**src/rtl/lsu_pkg.sv**
```systemverilog
// Shared encodings and helpers for the load/store stage.
package lsu_pkg;

    localparam logic [1:0] SZ_B = 2'b00;
    localparam logic [1:0] SZ_H = 2'b01;
    localparam logic [1:0] SZ_W = 2'b10;

    typedef enum logic [1:0] {
        IDLE = 2'b00,
        REQ  = 2'b01,
        WAIT = 2'b10,
        RESP = 2'b11
    } lsu_state_e;

    // Size 11 is never legal; halves need an even address, words a 4-byte aligned one.
    function automatic logic misaligned(input logic [1:0] size, input logic [1:0] off);
        logic result;
        case (size)
            SZ_B:    result = 1'b0;
            SZ_H:    result = off[0];
            SZ_W:    result = (off != 2'b00);
            default: result = 1'b1;
        endcase
        return result;
    endfunction

endpackage

```
**src/rtl/lsu_dmem_if.sv**
```systemverilog
// Single-outstanding request/grant/rvalid data-memory bus.
interface lsu_dmem_if #(
    parameter int XLEN = 32
) ();
    logic            req;
    logic            we;
    logic [XLEN-1:0] addr;
    logic [3:0]      be;
    logic [XLEN-1:0] wdata;
    logic            gnt;
    logic            rvalid;
    logic [XLEN-1:0] rdata;

    modport master (output req, we, addr, be, wdata, input gnt, rvalid, rdata);
    modport slave  (input req, we, addr, be, wdata, output gnt, rvalid, rdata);
endinterface

```
**src/rtl/lsu_align.sv**
```systemverilog
// Combinational lane placement for stores and extract/extend for loads.
module lsu_align
    import lsu_pkg::*;
#(
    parameter int XLEN = 32
) (
    input  logic [1:0]      size,
    input  logic [1:0]      off,
    input  logic            zero_ext,
    input  logic [XLEN-1:0] store_data,
    input  logic [XLEN-1:0] load_word,
    output logic [3:0]      be,
    output logic [XLEN-1:0] lane_data,
    output logic [XLEN-1:0] load_data
);

    logic [7:0]  byte_s;
    logic [15:0] half_s;

    // Byte enables and replicated store data for the addressed lanes.
    always_comb begin
        be        = 4'b0000;
        lane_data = store_data;
        case (size)
            SZ_B: begin
                be        = 4'b0001 << off;
                lane_data = {(XLEN/8){store_data[7:0]}};
            end
            SZ_H: begin
                be        = off[1] ? 4'b1100 : 4'b0011;
                lane_data = {(XLEN/16){store_data[15:0]}};
            end
            SZ_W:    be = 4'b1111;
            default: be = 4'b0000;
        endcase
    end

    // Pick the addressed byte/half out of the read word and extend it.
    always_comb begin
        byte_s = load_word[7:0];
        case (off)
            2'b00:   byte_s = load_word[7:0];
            2'b01:   byte_s = load_word[15:8];
            2'b10:   byte_s = load_word[23:16];
            2'b11:   byte_s = load_word[31:24];
            default: byte_s = load_word[7:0];
        endcase
        if (off[1]) begin
            half_s = load_word[31:16];
        end else begin
            half_s = load_word[15:0];
        end
        case (size)
            SZ_B:    load_data = zero_ext ? {{(XLEN-8){1'b0}}, byte_s}
                                          : {{(XLEN-8){byte_s[7]}}, byte_s};
            SZ_H:    load_data = zero_ext ? {{(XLEN-16){1'b0}}, half_s}
                                          : {{(XLEN-16){half_s[15]}}, half_s};
            default: load_data = load_word;
        endcase
    end

endmodule

```
**src/rtl/lsu_stage.sv**
```systemverilog
// Load/store stage: one outstanding data-memory access, load alignment and writeback handoff.
module lsu_stage
    import lsu_pkg::*;
#(
    parameter int XLEN = 32,
    parameter int RD_W = 5
) (
    input  logic            clk_i,
    input  logic            reset_ni,
    input  logic            valid_i,
    output logic            ready_o,
    input  logic            we_i,
    input  logic [1:0]      size_i,
    input  logic            unsigned_i,
    input  logic [RD_W-1:0] rd_i,
    input  logic [XLEN-1:0] addr_i,
    input  logic [XLEN-1:0] wdata_i,
    input  logic            flush_i,
    lsu_dmem_if.master      dmem,
    output logic            done_o,
    output logic            wb_we_o,
    output logic [RD_W-1:0] wb_rd_o,
    output logic [XLEN-1:0] wb_data_o,
    output logic            exc_o,
    output logic [XLEN-1:0] exc_addr_o
);

    lsu_state_e      state_r, state_nxt_s;
    logic            killed_r, killed_nxt_s;
    logic            req_r, req_nxt_s;
    logic            done_r, done_nxt_s;
    logic            wb_we_r, wb_we_nxt_s;
    logic            exc_r, exc_nxt_s;
    logic            load_ret_s;
    logic            we_r, uns_r;
    logic [1:0]      size_r, off_r;
    logic [RD_W-1:0] rd_r, wb_rd_r;
    logic [XLEN-1:0] addr_r, wdata_r, wb_data_r, exc_addr_r;
    logic [3:0]      be_r;
    logic            accept_s, mis_s;
    logic [1:0]      al_size_s, al_off_s;
    logic [3:0]      al_be_s;
    logic [XLEN-1:0] al_lane_s, al_load_s;

    // The retire cycle (RESP) already counts as idle so a new op can issue back-to-back.
    assign ready_o  = reset_ni && ((state_r == IDLE) || (state_r == RESP));
    assign accept_s = valid_i && ready_o && !flush_i;
    assign mis_s    = misaligned(size_i, addr_i[1:0]);

    // Align unit sees live operands at accept and captured ones while in flight.
    always_comb begin
        if ((state_r == REQ) || (state_r == WAIT)) begin
            al_size_s = size_r;
            al_off_s  = off_r;
        end else begin
            al_size_s = size_i;
            al_off_s  = addr_i[1:0];
        end
    end

    lsu_align #(.XLEN(XLEN)) u_align (
        .size       (al_size_s),
        .off        (al_off_s),
        .zero_ext   (uns_r),
        .store_data (wdata_i),
        .load_word  (dmem.rdata),
        .be         (al_be_s),
        .lane_data  (al_lane_s),
        .load_data  (al_load_s)
    );

    // Next state and the next values of the registered handshake pulses.
    always_comb begin
        state_nxt_s  = state_r;
        killed_nxt_s = killed_r;
        req_nxt_s    = 1'b0;
        done_nxt_s   = 1'b0;
        wb_we_nxt_s  = 1'b0;
        exc_nxt_s    = 1'b0;
        load_ret_s   = 1'b0;
        case (state_r)
            IDLE, RESP: begin
                if (accept_s && mis_s) begin
                    exc_nxt_s   = 1'b1;
                    state_nxt_s = IDLE;
                end else if (accept_s) begin
                    state_nxt_s  = REQ;
                    req_nxt_s    = 1'b1;
                    killed_nxt_s = 1'b0;
                end else begin
                    state_nxt_s = IDLE;
                end
            end
            REQ: begin
                if (dmem.gnt) begin
                    // Grant beats a same-cycle flush: the access happens, only the retire is killed.
                    killed_nxt_s = flush_i;
                    if (!we_r) begin
                        state_nxt_s = WAIT;
                    end else if (flush_i) begin
                        state_nxt_s = IDLE;
                    end else begin
                        state_nxt_s = RESP;
                        done_nxt_s  = 1'b1;
                    end
                end else if (flush_i) begin
                    state_nxt_s = IDLE;
                end else begin
                    req_nxt_s = 1'b1;
                end
            end
            WAIT: begin
                killed_nxt_s = killed_r | flush_i;
                if (dmem.rvalid && !(killed_r || flush_i)) begin
                    state_nxt_s = RESP;
                    done_nxt_s  = 1'b1;
                    wb_we_nxt_s = 1'b1;
                    load_ret_s  = 1'b1;
                end else if (dmem.rvalid) begin
                    state_nxt_s = IDLE;
                end else begin
                    state_nxt_s = WAIT;
                end
            end
            default: state_nxt_s = IDLE;
        endcase
    end

    // State, output registers and operands captured at accept.
    always_ff @(posedge clk_i or negedge reset_ni) begin
        if (!reset_ni) begin
            state_r    <= IDLE;
            killed_r   <= 1'b0;
            req_r      <= 1'b0;
            done_r     <= 1'b0;
            wb_we_r    <= 1'b0;
            exc_r      <= 1'b0;
            we_r       <= 1'b0;
            uns_r      <= 1'b0;
            size_r     <= 2'b00;
            off_r      <= 2'b00;
            rd_r       <= '0;
            addr_r     <= '0;
            wdata_r    <= '0;
            be_r       <= 4'b0000;
            wb_rd_r    <= '0;
            wb_data_r  <= '0;
            exc_addr_r <= '0;
        end else begin
            state_r  <= state_nxt_s;
            killed_r <= killed_nxt_s;
            req_r    <= req_nxt_s;
            done_r   <= done_nxt_s;
            wb_we_r  <= wb_we_nxt_s;
            exc_r    <= exc_nxt_s;
            if (accept_s) begin
                we_r   <= we_i;
                uns_r  <= unsigned_i;
                size_r <= size_i;
                off_r  <= addr_i[1:0];
                rd_r   <= rd_i;
            end
            if (accept_s && mis_s) begin
                exc_addr_r <= addr_i;
            end
            if (accept_s && !mis_s) begin
                addr_r  <= {addr_i[XLEN-1:2], 2'b00};
                be_r    <= al_be_s;
                wdata_r <= al_lane_s;
            end
            if (load_ret_s) begin
                wb_rd_r   <= rd_r;
                wb_data_r <= al_load_s;
            end
        end
    end

    assign dmem.req   = req_r;
    assign dmem.we    = we_r;
    assign dmem.addr  = addr_r;
    assign dmem.be    = be_r;
    assign dmem.wdata = wdata_r;
    assign done_o     = done_r;
    assign wb_we_o    = wb_we_r;
    assign wb_rd_o    = wb_rd_r;
    assign wb_data_o  = wb_data_r;
    assign exc_o      = exc_r;
    assign exc_addr_o = exc_addr_r;

endmodule
```
**src/flat_wrapper.sv**
```systemverilog
// flat-port wrapper written by rule: the top's interface ports become plain ports
module lsu_stage_flat import lsu_pkg::*;
#(
    parameter int XLEN = 32,
    parameter int RD_W = 5
)
  (clk_i, reset_ni, valid_i, ready_o, we_i, size_i, unsigned_i, rd_i, addr_i, wdata_i, flush_i, done_o, wb_we_o, wb_rd_o, wb_data_o, exc_o, exc_addr_o, dmem_req, dmem_we, dmem_addr, dmem_be, dmem_wdata, dmem_gnt, dmem_rvalid, dmem_rdata);
  lsu_dmem_if #(.XLEN(XLEN)) dmem_i ();
  input  logic clk_i;
  input  logic reset_ni;
  input  logic valid_i;
  output logic ready_o;
  input  logic we_i;
  input  logic [1:0] size_i;
  input  logic unsigned_i;
  input  logic [RD_W-1:0] rd_i;
  input  logic [XLEN-1:0] addr_i;
  input  logic [XLEN-1:0] wdata_i;
  input  logic flush_i;
  output logic done_o;
  output logic wb_we_o;
  output logic [RD_W-1:0] wb_rd_o;
  output logic [XLEN-1:0] wb_data_o;
  output logic exc_o;
  output logic [XLEN-1:0] exc_addr_o;
  output wire logic [$bits(dmem_i.req)-1:0] dmem_req;
  output wire logic [$bits(dmem_i.we)-1:0] dmem_we;
  output wire logic [$bits(dmem_i.addr)-1:0] dmem_addr;
  output wire logic [$bits(dmem_i.be)-1:0] dmem_be;
  output wire logic [$bits(dmem_i.wdata)-1:0] dmem_wdata;
  input wire logic [$bits(dmem_i.gnt)-1:0] dmem_gnt;
  input wire logic [$bits(dmem_i.rvalid)-1:0] dmem_rvalid;
  input wire logic [$bits(dmem_i.rdata)-1:0] dmem_rdata;
  assign dmem_req = dmem_i.req;
  assign dmem_we = dmem_i.we;
  assign dmem_addr = dmem_i.addr;
  assign dmem_be = dmem_i.be;
  assign dmem_wdata = dmem_i.wdata;
  assign dmem_i.gnt = dmem_gnt;
  assign dmem_i.rvalid = dmem_rvalid;
  assign dmem_i.rdata = dmem_rdata;
  lsu_stage #(.XLEN(XLEN), .RD_W(RD_W)) u_core (.clk_i(clk_i), .reset_ni(reset_ni), .valid_i(valid_i), .ready_o(ready_o), .we_i(we_i), .size_i(size_i), .unsigned_i(unsigned_i), .rd_i(rd_i), .addr_i(addr_i), .wdata_i(wdata_i), .flush_i(flush_i), .dmem(dmem_i), .done_o(done_o), .wb_we_o(wb_we_o), .wb_rd_o(wb_rd_o), .wb_data_o(wb_data_o), .exc_o(exc_o), .exc_addr_o(exc_addr_o));
endmodule
```
**config.mk**
```make
export PLATFORM = sky130hd
export DESIGN_NAME = lsu_stage_flat
export DESIGN_NICKNAME = d
export VERILOG_FILES = /design/src/rtl/lsu_pkg.sv /design/src/rtl/lsu_dmem_if.sv /design/src/rtl/lsu_align.sv /design/src/rtl/lsu_stage.sv /design/src/flat_wrapper.sv
export SDC_FILE = /design/constraint.sdc
export NUM_CORES = 1
export LEC_CHECK = 0
export BUFFER_PORTS_ARGS = -buffer_cell sky130_fd_sc_hd__buf_2
export CAP_MARGIN = 20
export CORE_ASPECT_RATIO = 0.9
export CORE_MARGIN = 8
export CORE_UTILIZATION = 40
export CTS_CLUSTER_SIZE = 10
export DETAILED_ROUTE_END_ITERATION = 8
export GPL_ROUTABILITY_DRIVEN = 0
export GPL_TIMING_DRIVEN = 0
export HOLD_SLACK_MARGIN = 0.03
export PLACE_DENSITY_LB_ADDON = 0.08
export SLEW_MARGIN = 20
export SYNTH_ARGS = -nofsm -noshare
export SYNTH_HDL_FRONTEND = slang
export SYNTH_SLANG_ARGS = --single-unit
```
**constraint.sdc**
```tcl
create_clock -name clk_i -period 2.8 [get_ports clk_i]
set_clock_uncertainty 0.2 [all_clocks]
set_input_delay 0.56 -clock clk_i [delete_from_list [all_inputs] [get_ports clk_i]]
set_output_delay 0.56 -clock clk_i [all_outputs]
set_load 0.03 [all_outputs]
```
# [Word level (Yosys, flattened, before mapping)]
# Index checks and enable logic that the tools add are counted.
[op_classes] eq_ne=14 n_shift=1 mux=36 n_bitwise=1 reduce_logical=19
[op_table] cell="$pmux 32 s2" n=2
[op_table] cell="$mux 32" n=2
[op_table] cell="$pmux 8 s4" n=1
[op_table] cell="$mux 2" n=9
[op_table] cell="$mux 16" n=1
[op_table] cell="$mux 1" n=14
[op_table] cell="$eq 2x2->1 const B" n=6
[op_table] cell="$pmux 4 s3" n=1
[op_table] cell="$eq 2x1->1 const B" n=4
[op_table] cell="$logic_not 2->1" n=4
[op_table] cell="$logic_and 1x1->1" n=6
[op_table] cell="$pmux 1 s3" n=2
[op_table] cell="$pmux 2 s3" n=1
[op_table] cell="$mux 4" n=1
[op_table] cell="$ne 2x2->1 const B" n=2
[op_table] cell="$pmux 1 s2" n=2
[op_table] cell="$shl 1x2->4 const A" n=1
[op_table] cell="$logic_not 1->1" n=3
[op_table] cell="$logic_or 1x1->1" n=3
[op_table] cell="$ne 3x3->1 const B" n=1
[op_table] cell="$reduce_and 3->1" n=1
[op_table] cell="$ne 2x1->1 const B" n=1
[op_table] cell="$reduce_bool 2->1" n=1
[op_table] cell="$reduce_or 2->1" n=1
[op_table] cell="$or 1x1->1" n=1
[totals] regBits=153 in_bits=111 out_inout_bits=143 wordCells=88

# [Depth between registers and ports, before layout]
[logic_depth] word_depth=8 ltp_mapped=9 mapped_depth_nobuf=8

# [Modules after synthesis]
# A second synthesis with hierarchy kept.
[unflattened] hier_cells=523 area_unflattened_um2=7095.6
[modules_own_cells] mod="lsu_stage" n_inst=1 cells_each=360 area_per_inst_um2=5954.5 seq_area_each_um2=3828.7
[modules_own_cells] mod="lsu_align" n_inst=1 cells_each=163 area_per_inst_um2=1141.1 seq_area_each_um2=0.0

# [Least setup slack after synthesis]
# OpenSTA, ideal clock, no wires.
[synth_path] kind="reg2reg" from="register u_core.state_r[1]" to="register u_core.exc_addr_r[10], in the netlist u_core.exc_addr_o[10]" setup_ns=0.125 arrival_ns=2.099 slack_ns=0.376 stages_incl_launch_ff=8 path_cell_list="dfrtp_1 > ha_1 > and2_1 > nand3b_1 > or2_1 > buf_2 > buf_2 > mux2_2"
[synth_via] elab_chain_cells=6 word_cells_on_any_way=7 classes_between="eq/ne: 1; reduce/logical: 6"
[synth_lines] item="start, declared" line="lsu_stage.sv:28" source="lsu_state_e state_r, state_nxt_s;"
[synth_lines] item="start signal, assigned" line="lsu_stage.sv:150" source="state_r <= state_nxt_s;"
[synth_lines] item="$eq 2x2->1 or $logic_not 2->1 (tied branches)" line="lsu_stage.sv:46" source="assign ready_o = reset_ni && ((state_r == IDLE) || (state_r == RESP));"
[synth_lines] item="$logic_or 1x1->1 (*)" line="lsu_stage.sv:46"
[synth_lines] item="$logic_and 1x1->1 (*)" line="lsu_stage.sv:46"
[synth_lines] item="via ready_o" line="flat_wrapper.sv:12" source="output logic ready_o;"
[synth_lines] item="$logic_and 1x1->1 (*) (2 in series)" line="lsu_stage.sv:47" source="assign accept_s = valid_i && ready_o && !flush_i;"
[synth_lines] item="$logic_and 1x1->1 (*)" line="lsu_stage.sv:163" source="if (accept_s && mis_s) begin"
[synth_lines] item="end signal, assigned" line="lsu_stage.sv:164" source="exc_addr_r <= addr_i;"
[synth_lines] item="end, declared" line="lsu_stage.sv:38" source="logic [XLEN-1:0] addr_r, wdata_r, wb_data_r, exc_addr_r;"
# The timed path passes the listed nets; every way through them passes the cells marked *.
# A chain may end at the register's enable or synchronous reset.

# [Worst setup path in the final report]
[layout_path] from="register u_core.state_r[0]" to="register u_core.wb_data_r[27], in the netlist u_core.wb_data_o[27]"
[layout_via] elab_chain_cells=7 word_cells_on_any_way=17 classes_between="eq/ne: 6; mux: 8; reduce/logical: 3"
[layout_lines] item="$eq 2x1->1 or $eq 2x2->1 (tied branches)" line="lsu_stage.sv:52, lsu_stage.sv:81"
[layout_lines] item="$logic_or 1x1->1" line="lsu_stage.sv:52" source="if ((state_r == REQ) || (state_r == WAIT)) begin"
[layout_lines] item="$mux 2" line="lsu_stage.sv:52"
[layout_lines] item="$eq 2x2->1 (tied with other cells)" line="lsu_align.sv:41" source="case (off)"
[layout_lines] item="$pmux 8 s4" line="lsu_align.sv:41"
[layout_lines] item="$mux 32" line="lsu_align.sv:54" source="SZ_B: load_data = zero_ext ? {{(XLEN-8){1'b0}}, byte_s}"
[layout_lines] item="$pmux 32 s2" line="lsu_align.sv:53" source="case (size)"
[layout_lines] item="end signal, assigned" line="lsu_stage.sv:173" source="wb_data_r <= al_load_s;"
[layout_lines] item="end, declared" line="lsu_stage.sv:38"
# Several ways; a longest one is shown, not always the timed one.

==> out/results.md <==
| Metric | Value |
|---|---|
| Outcome | finished, violations left |
| Violated checks | negative hold slack |
| Layout overhead on the synthesized area | 33.94% |
| Routed Antenna Nets | 0 |
| Worst endpoint required time | 2.95 ns |
| Proportion of power drawn by flip-flops and latches | 39.3% |
| HP Class | primary input to async pin |
| Comb power frac | 27.8% |
| Fraction of layout instances using a drive strength above 1 | 39.53% |
| DRC viols | 0 |
| X dimension of the die | 152.0 um |
| Arrival @ worst endpoint | 2.82 ns |
| Final net count | 1032 |
| VDD IR-drop max | 0.0005720 V |
| Slowest cell on the critical path | sky130_fd_sc_hd__ha_1 |
| TritonRoute pass-1 iters | 5 |
| Total via count in the routed design | 5746 |
| Hold Worst Slack | -0.1294 ns |
| Register area share after synthesis | 57.54% |
| Largest net degree at the start of global routing | 88 |
| Max-slew violation count | 0 |
| Highest clock frequency the design can meet | 374.9 MHz |
| Crit path capture type | flop |
| Net load switching power | 2517 uW |
| Number of placement rows | 44 |
| Post-synthesis instance total | 643 |
| TritonCTS clock tree | built |
| Number of enable-type register cells in the synthesized netlist | 0 |
| Starting utilization of the core area | 41.11% |
| # fillers | 1511 |
| Type of the worst setup path | flop to flop |
| Min cycle time layout | 2.667 ns |
| Finish-stage setup viols | 0 |
| Number of distinct library cells after synthesis | 47 |
| Number of warning messages in the yosys log | 0 |
| Netlist Area Pre-Place | 0.006654 mm2 |
| Insertion delay to the later sink of the worst-skew pair | 0.42 ns |
| Clock share of power | 33.0% |
| CP max stage delay | 0.38 ns |
| Max-Cap Viols | 0 |
| Total CTS buffers | 17 |
| Relative slew slack | 58.57% |
| #FFs+latches synth | 153 |
| CTS sink count | 153 |
| Synth async-reset ratio | 100.0% |
| GRT Residual Overflow | 0 |
| Per-cell routed wire length | 18.58 um |
| Count of final hold-check violations | 66 |
| Maximum fanout count along the critical path | 10 |
| Htree depth | 4 |
| Total wire length after detailed routing | 21150 um |
| Post-synthesis average cell area | 10.35 um2 |
| Clock slew at the register clock pins of the worst setup and hold paths | 0.06 ns |
| Global-route wire length before repair | 33820 um |
| Detailed Route Iter0 Violations | 394 |
| Total half-perimeter wirelength after legalization and detailed placement | 16490 um |
| Antenna violations before repair | 2 |
| Aggregate global-route resource usage | 20.09% |
| Type of origin of the critical path | flop |
| Leakage Power | 0.004771 uW |
| I/O pin count | 254 |
| Areal power density over the cells | 817.3 mW/mm2 |
| Overall die area | 0.02102 mm2 |
| Setup total negative slack | 0 ns |
| Master cell of the clock root buffer | sky130_fd_sc_hd__clkbuf_16 |
| Proportion of total power due to net switching | 34.56% |
| Input/output buffers | 251 |
| Final critical-path share of the clock period | 95.25% |
| Overall power of the completed layout | 7284 uW |
| Unrepaired setup endpoints after global routing | yes |
| Mean number of vias per cell | 5.049 |
| Ant diodes | 0 |
| Cell seen most often among critical-path stages | sky130_fd_sc_hd__buf_4 |
| Total placed cells including tap cells | 1103 |
| CP Cell Sequence | inv_1 -> ha_1 -> buf_4 -> nor2_1 -> a22oi_1 -> o21ai_0 -> o21ai_2 -> buf_4 -> buf_6 -> a21oi_2 |
| Internal power of the cells | 4767 uW |
| Via count of the first global-routing pass | 5963 |
| Transition time at the pin with the least slew margin | 0.6215 ns |
| Post-route non-filler standard cell count | 1138 |
| Height of the die | 138.4 um |
| Bufs on Longest Clock Path | 2 |
| Most used DFF post-synth | sky130_fd_sc_hd__dfrtp_1 |
| Standard cell core area | 0.01619 mm2 |
placed cells by master, fill, tap and decap left out, drive strengths merged, types with 3 or more instances in the layout:
cell type  count
clkinvlp       3
o221ai         8
dfrtp        153
nor2b          3
clkinv         4
a2bb2oi        7
clkbuf        44
bufinv         4
inv           17
mux2i         27
buf          270
a222oi         8
a221oi         9
nand2b         6
nor3b          3
mux2          42
nor3           3
o21ai         37
nand2        189
nor2          34
a21oi         32
per-layer routing:
metal  up-vias  wire, um  share of wire, %  track usage (%)
met5         -        28              0.13                0
met4         4       297               1.4            5.466
met3        27      1509               7.1            6.667
met2       208      9977                47            31.66
met1      2757      9334                44            25.94
li1       2750         -                 -                -
worst max-delay path, delay by kind of cell, from the launching register on:
family | cells | cell delay, ns
and+or+nand+nor | 1 | 0.33
adders and majority gates | 1 | 0.38
AOI/OAI and AO/OA | 4 | 0.72
DFF | 1 | 0.35
buffers and inverters | 4 | 0.61
kinds of logic (layout without fill, tap and decap cells):
family | after synthesis | count (layout) | share of synthesized area (%)
and+or+nand+nor | 245 | 245 | 14.74
DFF | 153 | 153 | 57.54
AOI/OAI and AO/OA | 118 | 118 | 12.49
muxes | 69 | 69 | 11.23
buffers and inverters | 55 | 342 | 3.573
adders and majority gates | 2 | 2 | 0.3760
other | 1 | 2 | 0.05636
through the flow:
step	setup slack [ns]	instance area [um2]	utilization, %
2_1_floorplan	0.3765	6658	-
5_1_grt	-0.001007	8912	55.06
6_report	0.1329	8912	55.06
3_5_place_dp	-0.1721	8210	50.73
4_1_cts	0.02245	8827	54.54
3_3_place_gp	-2.389	8173	50.49
Yosys cell counts, types with 6 or more instances:
| cell type | number | share of area [%] |
|---|---|---|
| sky130_fd_sc_hd__mux2_2 | 42 | 7.1 |
| sky130_fd_sc_hd__a222oi_1 | 8 | 1.2 |
| sky130_fd_sc_hd__nand2b_1 | 6 | 0.56 |
| sky130_fd_sc_hd__o221ai_1 | 8 | 1.1 |
| sky130_fd_sc_hd__a21oi_1 | 22 | 1.7 |
| sky130_fd_sc_hd__clkbuf_1 | 22 | 1.2 |
| sky130_fd_sc_hd__buf_2 | 10 | 0.75 |
| sky130_fd_sc_hd__o21ai_0 | 36 | 2.7 |
| sky130_fd_sc_hd__mux2i_1 | 26 | 3.9 |
| sky130_fd_sc_hd__inv_1 | 16 | 0.90 |
| sky130_fd_sc_hd__dfrtp_1 | 153 | 58 |
| sky130_fd_sc_hd__a2bb2oi_1 | 7 | 0.92 |
| sky130_fd_sc_hd__nand2_1 | 189 | 11 |
| sky130_fd_sc_hd__nor2_1 | 34 | 1.9 |
| sky130_fd_sc_hd__a221oi_1 | 9 | 1.2 |
| sky130_fd_sc_hd__a21oi_2 | 10 | 1.3 |
registers in the layout, summed over array words and instances, names as in the netlist, 2 cells and up:
name	count
u_core.off_r	2
u_core.dmem.be	4
u_core.rd_r	5
u_core.dmem.addr	30
u_core.exc_addr_o	32
u_core.size_r	2
u_core.wb_rd_o	5
u_core.wb_data_o	32
u_core.state_r	2
u_core.dmem.wdata	32
final cells by class:
cell class                      count  area, um2  share of cell area [%]
Buffer                             38      193.9                   2.176
Clock buffer                       20      446.7                   5.012
Clock inverter                     11      170.2                   1.909
Inverter                           17      63.81                  0.7160
Multi-Input combinational cell    436       2626                   29.47
Sequential cell                   153       3829                   42.96
Tap cell                          207      259.0                   2.906
Timing Repair Buffer              256       1324                   14.85
worst paths after layout:
kind / from / to / slack, ns / cells after the start
max: u_core.state_r[0] / u_core.wb_data_o[27] / 0.13 / 10
min: reset_ni / u_core.wb_data_o[21] / -0.13 / 1
max reg2reg: u_core.state_r[0] / u_core.wb_data_o[27] / 0.13 / 10
min reg2reg: u_core.rd_r[4] / u_core.wb_rd_o[4] / 0.26 / 2
max in group asynchronous: reset_ni / u_core.exc_addr_o[20] / 1.72 / 2
min in group clk_i: addr_i[23] / u_core.dmem.addr[23] / 0.14 / 3
power by group through the flow:
stage,Combinational [uW],Clock [uW],Sequential [uW]
after global placement,2010,0,2880
after CTS,2040,2460,2860
after global routing,2170,2560,2910
final,2020,2400,2860
after floorplan,507,0,3640
after detailed placement,2040,0,2890
timing repair:
| item | CTS | global route |
|---|---|---|
| endpoints found under the setup margin | 0 | 82 |
| buffers inserted | 0 | 4 |
| resized for setup | 0 | 26 |
| hold endpoints to repair | 66 | 66 |
Note: power is estimated with default switching activity, not from simulation.
